## src/rtl/axi_lite_pkg.sv

```systemverilog
// Shared definitions for the AXI4-Lite initiator: response codes, protection default,
// full strobe and the master FSM state encoding.
package axi_lite_pkg;

    localparam logic [1:0] RESP_OKAY    = 2'b00;
    localparam logic [1:0] RESP_EXOKAY  = 2'b01;
    localparam logic [1:0] RESP_SLVERR  = 2'b10;
    localparam logic [1:0] RESP_DECERR  = 2'b11;

    localparam logic [2:0] PROT_DEFAULT = 3'b000;
    localparam logic [3:0] STRB_ALL     = 4'hF;

    typedef enum logic [2:0] {
        IDLE,
        WR,
        WR_RESP,
        RD_ADDR,
        RD_DATA,
        RESP
    } state_e;

endpackage

```

## src/rtl/axi_lite_wdog.sv

```systemverilog
// Transaction watchdog for axi_lite_master: counts busy cycles since command accept and
// flags the cycle in which the count reaches TIMEOUT_CYCLES.
module axi_lite_wdog #(
    parameter int unsigned TIMEOUT_CYCLES = 1024
) (
    input  logic i_clk,
    input  logic i_rst,
    input  logic i_clear,
    input  logic i_run,
    output logic o_expired
);
    localparam int unsigned CNT_W = $clog2(TIMEOUT_CYCLES + 1);

    logic [CNT_W-1:0] r_count;

    // NOTE: state registers use non-blocking (<=) so every flop samples pre-edge values.
    always_ff @(posedge i_clk) begin
        if (i_rst || i_clear) begin
            r_count <= '0;
        end else if (i_run) begin
            r_count <= r_count + CNT_W'(1);
        end
    end

    // Fires in the busy cycle whose increment brings the count to TIMEOUT_CYCLES.
    assign o_expired = i_run && (r_count == CNT_W'(TIMEOUT_CYCLES - 1));

endmodule

```

## src/rtl/axi_lite_master.sv

```systemverilog
// AXI4-Lite initiator: one user command becomes one AXI-Lite write or read, result returned
// on a valid/ready port. Define AXI_MST_TIMEOUT_EN to add the axi_lite_wdog watchdog.
module axi_lite_master
    import axi_lite_pkg::*;
#(
    parameter int unsigned ADDR_W         = 32,
    parameter int unsigned DATA_W         = 32,
    parameter int unsigned TIMEOUT_CYCLES = 1024
) (
    input  logic              axi_clk,
    input  logic              axi_rst,
    input  logic              cmd_valid,
    output logic              cmd_ready,
    input  logic              cmd_write,
    input  logic [ADDR_W-1:0] cmd_addr,
    input  logic [DATA_W-1:0] cmd_wdata,
    input  logic [3:0]        cmd_wstrb,
    output logic              rsp_valid,
    input  logic              rsp_ready,
    output logic              rsp_write,
    output logic [DATA_W-1:0] rsp_rdata,
    output logic [1:0]        rsp_resp,
    output logic              rsp_timeout,
    output logic [ADDR_W-1:0] axi_awaddr,
    output logic [2:0]        axi_awprot,
    output logic              axi_awvalid,
    input  logic              axi_awready,
    output logic [DATA_W-1:0] axi_wdata,
    output logic [3:0]        axi_wstrb,
    output logic              axi_wvalid,
    input  logic              axi_wready,
    input  logic [1:0]        axi_bresp,
    input  logic              axi_bvalid,
    output logic              axi_bready,
    output logic [ADDR_W-1:0] axi_araddr,
    output logic [2:0]        axi_arprot,
    output logic              axi_arvalid,
    input  logic              axi_arready,
    input  logic [DATA_W-1:0] axi_rdata,
    input  logic [1:0]        axi_rresp,
    input  logic              axi_rvalid,
    output logic              axi_rready
);
    typedef struct packed {
        logic              cmd_ready;
        logic [ADDR_W-1:0] awaddr;
        logic              awvalid;
        logic [DATA_W-1:0] wdata;
        logic [3:0]        wstrb;
        logic              wvalid;
        logic              bready;
        logic [ADDR_W-1:0] araddr;
        logic              arvalid;
        logic              rready;
        logic              rsp_valid;
        logic              rsp_write;
        logic [DATA_W-1:0] rsp_rdata;
        logic [1:0]        rsp_resp;
    } out_regs_t;

    state_e    r_state;
    state_e    w_state_nxt;
    out_regs_t r_q;
    out_regs_t w_d;
    logic      w_accept;
    logic      w_aw_pend;
    logic      w_w_pend;
    logic      w_timed_out;

    assign w_accept  = (r_state == IDLE) && cmd_valid;
    assign w_aw_pend = r_q.awvalid && !axi_awready;
    assign w_w_pend  = r_q.wvalid && !axi_wready;

    always_ff @(posedge axi_clk) begin
        if (axi_rst) begin
            r_state       <= IDLE;
            r_q           <= '0;
            r_q.cmd_ready <= 1'b1;
        end else begin
            r_state <= w_state_nxt;
            r_q     <= w_d;
        end
    end

    always_comb begin
        // NOTE: hold-by-default assignments come first so no branch can leave a latch behind.
        w_state_nxt = r_state;
        w_d         = r_q;
        unique case (r_state)
            IDLE: begin
                if (w_accept) begin
                    w_d.cmd_ready = 1'b0;
                    if (cmd_write) begin
                        w_d.awaddr  = cmd_addr;
                        w_d.wdata   = cmd_wdata;
                        w_d.wstrb   = cmd_wstrb;
                        w_d.awvalid = 1'b1;
                        w_d.wvalid  = 1'b1;
                        w_state_nxt = WR;
                    end else begin
                        w_d.araddr  = cmd_addr;
                        w_d.arvalid = 1'b1;
                        w_state_nxt = RD_ADDR;
                    end
                end
            end
            WR: begin
                // AW and W retire independently; B is only awaited once both are done.
                w_d.awvalid = w_aw_pend;
                w_d.wvalid  = w_w_pend;
                if (!w_aw_pend && !w_w_pend) begin
                    w_d.bready  = 1'b1;
                    w_state_nxt = WR_RESP;
                end
            end
            WR_RESP: begin
                if (axi_bvalid) begin
                    w_d.bready    = 1'b0;
                    w_d.rsp_valid = 1'b1;
                    w_d.rsp_write = 1'b1;
                    w_d.rsp_rdata = '0;
                    w_d.rsp_resp  = axi_bresp;
                    w_state_nxt   = RESP;
                end
            end
            RD_ADDR: begin
                if (axi_arready) begin
                    w_d.arvalid = 1'b0;
                    w_d.rready  = 1'b1;
                    w_state_nxt = RD_DATA;
                end
            end
            RD_DATA: begin
                if (axi_rvalid) begin
                    w_d.rready    = 1'b0;
                    w_d.rsp_valid = 1'b1;
                    w_d.rsp_write = 1'b0;
                    w_d.rsp_rdata = axi_rdata;
                    w_d.rsp_resp  = axi_rresp;
                    w_state_nxt   = RESP;
                end
            end
            RESP: begin
                if (rsp_ready) begin
                    w_d.rsp_valid = 1'b0;
                    w_d.cmd_ready = 1'b1;
                    w_state_nxt   = IDLE;
                end
            end
            default: begin
                w_state_nxt = IDLE;
            end
        endcase

        // Watchdog expiry overrides whatever the channel logic decided this cycle.
        if (w_timed_out) begin
            w_d.awvalid   = 1'b0;
            w_d.wvalid    = 1'b0;
            w_d.bready    = 1'b0;
            w_d.arvalid   = 1'b0;
            w_d.rready    = 1'b0;
            w_d.rsp_valid = 1'b1;
            w_d.rsp_write = (r_state == WR) || (r_state == WR_RESP);
            w_d.rsp_rdata = '0;
            w_d.rsp_resp  = RESP_SLVERR;
            w_state_nxt   = RESP;
        end
    end

`ifdef AXI_MST_TIMEOUT_EN
    logic w_wdog_run;
    logic r_rsp_timeout;

    assign w_wdog_run = (r_state == WR) || (r_state == WR_RESP) ||
                        (r_state == RD_ADDR) || (r_state == RD_DATA);

    axi_lite_wdog #(
        .TIMEOUT_CYCLES(TIMEOUT_CYCLES)
    ) u_wdog (
        .i_clk     (axi_clk),
        .i_rst     (axi_rst),
        .i_clear   (w_accept),
        .i_run     (w_wdog_run),
        .o_expired (w_timed_out)
    );

    always_ff @(posedge axi_clk) begin
        if (axi_rst) begin
            r_rsp_timeout <= 1'b0;
        end else if ((w_state_nxt == RESP) && (r_state != RESP)) begin
            r_rsp_timeout <= w_timed_out;
        end
    end

    assign rsp_timeout = r_rsp_timeout;
`else
    logic w_unused_timeout_cfg;

    assign w_unused_timeout_cfg = (TIMEOUT_CYCLES != 0);
    assign w_timed_out          = 1'b0;
    assign rsp_timeout          = 1'b0;
`endif

    assign cmd_ready   = r_q.cmd_ready;
    assign rsp_valid   = r_q.rsp_valid;
    assign rsp_write   = r_q.rsp_write;
    assign rsp_rdata   = r_q.rsp_rdata;
    assign rsp_resp    = r_q.rsp_resp;
    assign axi_awaddr  = r_q.awaddr;
    assign axi_awprot  = PROT_DEFAULT;
    assign axi_awvalid = r_q.awvalid;
    assign axi_wdata   = r_q.wdata;
    assign axi_wstrb   = r_q.wstrb;
    assign axi_wvalid  = r_q.wvalid;
    assign axi_bready  = r_q.bready;
    assign axi_araddr  = r_q.araddr;
    assign axi_arprot  = PROT_DEFAULT;
    assign axi_arvalid = r_q.arvalid;
    assign axi_rready  = r_q.rready;

endmodule
```

## config.mk

```make
export PLATFORM = sky130hd
export DESIGN_NAME = axi_lite_master
export DESIGN_NICKNAME = d
export VERILOG_FILES = /design/src/rtl/axi_lite_pkg.sv /design/src/rtl/axi_lite_wdog.sv /design/src/rtl/axi_lite_master.sv
export SDC_FILE = /design/constraint.sdc
export NUM_CORES = 1
export LEC_CHECK = 0
export CORE_ASPECT_RATIO = 2
export CORE_MARGIN = 5
export CORE_UTILIZATION = 40
export DETAILED_ROUTE_END_ITERATION = 10
export GPL_ROUTABILITY_DRIVEN = 0
export GPL_TIMING_DRIVEN = 0
export PLACE_DENSITY = 0.82
export SYNTH_ARGS = -nofsm -noshare
export SYNTH_HDL_FRONTEND = slang
export SYNTH_SLANG_ARGS = --single-unit
```

## constraint.sdc

```tcl
create_clock -name axi_clk -period 2.5 [get_ports axi_clk]
set_input_delay 0.25 -clock axi_clk [delete_from_list [all_inputs] [get_ports axi_clk]]
set_output_delay 0.25 -clock axi_clk [all_outputs]
set_load 0.005 [all_outputs]
```

==> impl_metrics.py <==
metrics = {
    "placement": {
        "dpl.cell_count": 1076,
        "placement.io_buffers": 255,
        "hpwlAfterDp_um": 13500,
    },
    "route": {
        "post-route-drc-count": 0,
        "dr.first_iter.drc_count": 126,
        "post_detailed_route_wirelength_per_cell_um": 16.1,
        "drt-total-wl_um": 17800,
        "detail_route.first_pass.iterations": 4,
        "vias": 5426,
        "detail_route.vias_per_cell": 4.90,
        "antenna_violating_nets_post_route": 0,
    },
    "die": {
        "initial_utilization": 0.404,
        "floorplan.io_pins": 263,
        "placementRows": 61,
        "core-area_sq_um": 13700,
        "die_area_sq_um": 16500,
        "die_height_um": 177,
        "die_x_um": 93.3,
    },
    "final_layout": {
        "num-fill-cells": 1110,
        "final_cells": 1108,
        "layout_common_cells": "sky130_fd_sc_hd__clkdlybuf4s50_1 (255), sky130_fd_sc_hd__nand2_1 (205), sky130_fd_sc_hd__dfxtp_1 (145), sky130_fd_sc_hd__a21oi_1 (106), sky130_fd_sc_hd__nor2_1 (37)",
        "layout_commonest_cell": "sky130_fd_sc_hd__clkdlybuf4s50_1",
        "combined_flip_flop_and_latch_cell_area_sq_um": 2900,
        "finish.net_count": 1052,
        "syn2layout_area_growth_pct": 61.7,
        "antenna-diode-count": 0,
        "multiInputGateArea_sq_um": 2340,
        "drive_gt1_frac": 0.0705,
    },
    "clock_network": {
        "tritoncts.num_buffers": 17,
        "clock_tree.buffer_depth": 2,
        "cts.repair_timing.setup_buffer_count": 0,
        "worst_skew_pair.late_latency_ns": 0.41,
        "clk_pin_slew_ns": 0.06,
        "tritoncts_clock_tree": "built",
        "cts.repair.resized": 0,
        "clk_root_buffer_cell": "sky130_fd_sc_hd__clkbuf_16",
        "clkSinkCount": 145,
        "cts-htree-levels": 4,
        "cts_hold_repair.buffers": 0,
    },
    "status": {
        "run_status": "finished, final reports clean",
    },
    "timing": {
        "hold_viol": 0,
        "worstMarginPinSlew_ns": 0.623,
        "timing.clock.skew_ns": 0.00975,
        "setup_repair_after_global_routing_missed_its_margin": "false",
        "timing.final.crit_share": 0.696,
        "setup-violations-final": 0,
        "setup_total_negative_slack_ns": 0,
        "max_slew_margin": 0.585,
        "slew_violations": 0,
        "achievable-frequency_mhz": 574,
        "finalCriticalPeriod_ns": 1.74,
    },
    "power_and_ir_drop": {
        "p_leak_nw": 3.26,
        "switching_power_w": 0.00221,
        "vdd.ir_drop.worst_mv": 0.772,
        "power-per-cell-area_nw_per_um2": 851,
        "seqPwrFrac": 0.359,
        "clock_power_share": 0.363,
        "internal_power_w": 0.00543,
        "pwr-share-comb": 0.278,
        "power_switching_share": 0.289,
    },
    "yosys": {
        "synth_area_sq_um": 5550,
        "synth_seq_cells": 145,
        "post_synth_inst_count": 658,
        "synth_top_area_cell": "sky130_fd_sc_hd__dfxtp_1",
        "synth-warning-count": 0,
        "async_flop_share": 0,
        "synth_enable_flop_cells": 0,
        "ys_types": 36,
        "netlist_top_cells_area": "sky130_fd_sc_hd__dfxtp_1 (52%), sky130_fd_sc_hd__nand2_1 (14%), sky130_fd_sc_hd__a21oi_1 (9.6%), sky130_fd_sc_hd__mux2i_1 (6.5%), sky130_fd_sc_hd__and2_1 (3.6%)",
        "syn_area_per_cell_sq_um": 8.43,
        "synth.yosys.seq_area_share": 0.523,
        "postSynth.topFlopCell": "sky130_fd_sc_hd__dfxtp_1",
        "synth_largest_type_area_fraction": 0.523,
    },
    "global_route": {
        "groute.usage.overall": 0.211,
        "grt_pass1_wl_um": 27400,
        "via_count_of_the_first_global_routing_pass": 5315,
        "grt_antenna_before_repair": 0,
        "grt_overflow_total": 0,
        "pin_count_of_the_biggest_net_entering_global_routing": 17,
    },
    "critical_path": {
        "timing.critical_path.fanout_max": 10,
        "worst_r2r_endpoint": "axi_wdata[30]",
        "regToRegSetupSlack_ns": 0.76,
        "worst_setup_path_start_kind": "flop",
        "worstSetupPathType": "flop to flop",
        "worst_setup_path_end_kind": "flop",
        "critPathArrivalTime_ns": 2.07,
        "worst_r2r_path_depth": 5,
        "reg2reg_from": "r_state[0]",
        "required_time_at_the_worst_slack_endpoint_ns": 2.83,
    },
    "hold_path": {
        "hp_start": "cmd_wdata[17]",
        "whs_endpoint": "axi_wdata[17]",
        "worstHoldPathType": "primary input to flop",
        "hold_depth": 3,
    },
    "flow_run": {
        "drv.max_cap_violation_count": 0,
    },
}
==> stage by stage <==
stage / util / area [sq um] / hold slack [ns] / setup WS, ns / power, W
CTS: 0.653 / 8970 / 0.374 / 0.741 / 0.00771
global placement: 0.605 / 8320 / 0.440 / 0.500 / 0.00487
finish: 0.653 / 8970 / 0.384 / 0.759 / 0.00764
detailed placement: 0.605 / 8320 / 0.447 / 0.445 / 0.00492
floorplan: - / 5570 / 0.347 / 1.09 / 0.00391
global route: 0.653 / 8970 / 0.384 / 0.616 / 0.00802
==> cell usage after synthesis (2+ instances only) <==
master	n
sky130_fd_sc_hd__dfxtp_1	145
sky130_fd_sc_hd__buf_8	3
sky130_fd_sc_hd__nor2_1	37
sky130_fd_sc_hd__o21ai_0	3
sky130_fd_sc_hd__nand2_1	205
sky130_fd_sc_hd__buf_2	11
sky130_fd_sc_hd__nand4_1	2
sky130_fd_sc_hd__clkbuf_1	26
sky130_fd_sc_hd__nand3b_1	2
sky130_fd_sc_hd__a211oi_2	2
sky130_fd_sc_hd__and2_1	32
sky130_fd_sc_hd__a311oi_1	2
sky130_fd_sc_hd__a21oi_1	106
sky130_fd_sc_hd__nand3_1	3
sky130_fd_sc_hd__buf_6	3
sky130_fd_sc_hd__inv_1	2
sky130_fd_sc_hd__nand2b_1	6
sky130_fd_sc_hd__nor2b_1	5
sky130_fd_sc_hd__mux2i_1	36
sky130_fd_sc_hd__buf_4	11
==> sequential cells by signal (all words and copies together) (netlist names), 2 cells and up <==
name,cells
axi_wdata,32
axi_wstrb,4
r_state,3
axi_araddr,32
rsp_resp,2
axi_awaddr,32
rsp_rdata,32
==> worst max-delay path, stage by stage, from the launching register on <==
cell                       delay, ns
sky130_fd_sc_hd__dfxtp_1        0.48
sky130_fd_sc_hd__nor2b_1        0.12
sky130_fd_sc_hd__nand3_1        0.33
sky130_fd_sc_hd__clkbuf_1       0.48
sky130_fd_sc_hd__nand2_1        0.10
sky130_fd_sc_hd__a21oi_1        0.16
==> worst max path at each step <==
stage | slack (ns) | depth (start not counted) | end | startpoint
6_report | 0.76 | 5 | axi_wdata[30] | r_state[0]
4_1_cts | 0.74 | 5 | axi_wdata[30] | r_state[0]
5_1_grt | 0.62 | 5 | axi_wdata[29] | r_state[0]
3_3_place_gp | 0.50 | 6 | axi_awaddr[5] | cmd_valid
3_5_place_dp | 0.44 | 6 | axi_awaddr[1] | cmd_valid
2_1_floorplan | 1.09 | 7 | rsp_rdata[10] | r_state[2]
==> area by class of cell <==
type                    instances  share of cell area
well taps                     157              0.0219
repair buffers                255               0.285
clock inverters                13              0.0220
multi-input cells             462               0.261
flip-flops and latches        145               0.324
plain buffers                  54              0.0350
inverters                       3             0.00126
clock buffers                  19              0.0505
==> per-layer routing <==
layer / vias up / part of all wire / global-route usage
met4: 0 / 0.015 / 0.0661
met3: 17 / 0.12 / 0.106
li1: 2689 / - / -
met2: 224 / 0.49 / 0.359
met5: - / 0 / 0
met1: 2496 / 0.38 / 0.226
==> logic make-up (layout without fill, tap and decap cells) <==
kind of cell | count (synthesis) | after routing | share of synthesized area
AO/OA/AOI/OAI | 121 | 121 | 0.117
buffers and inverters | 57 | 344 | 0.0586
flip-flops | 145 | 145 | 0.523
multiplexers | 36 | 36 | 0.0650
other | 1 | 7 | 0.000676
AND/OR/NAND/NOR | 298 | 298 | 0.235
==> power groups by stage <==
stage / Sequential [W] / Clock (W) / Combinational, W
floorplan: 0.00279 / 0 / 0.00112
finish: 0.00274 / 0.00278 / 0.00212
detailed placement: 0.00279 / 0 / 0.00214
global route: 0.00277 / 0.00293 / 0.00232
CTS: 0.00274 / 0.00282 / 0.00215
global placement: 0.00277 / 0 / 0.00210
Note: power is estimated with default switching activity, not from simulation.
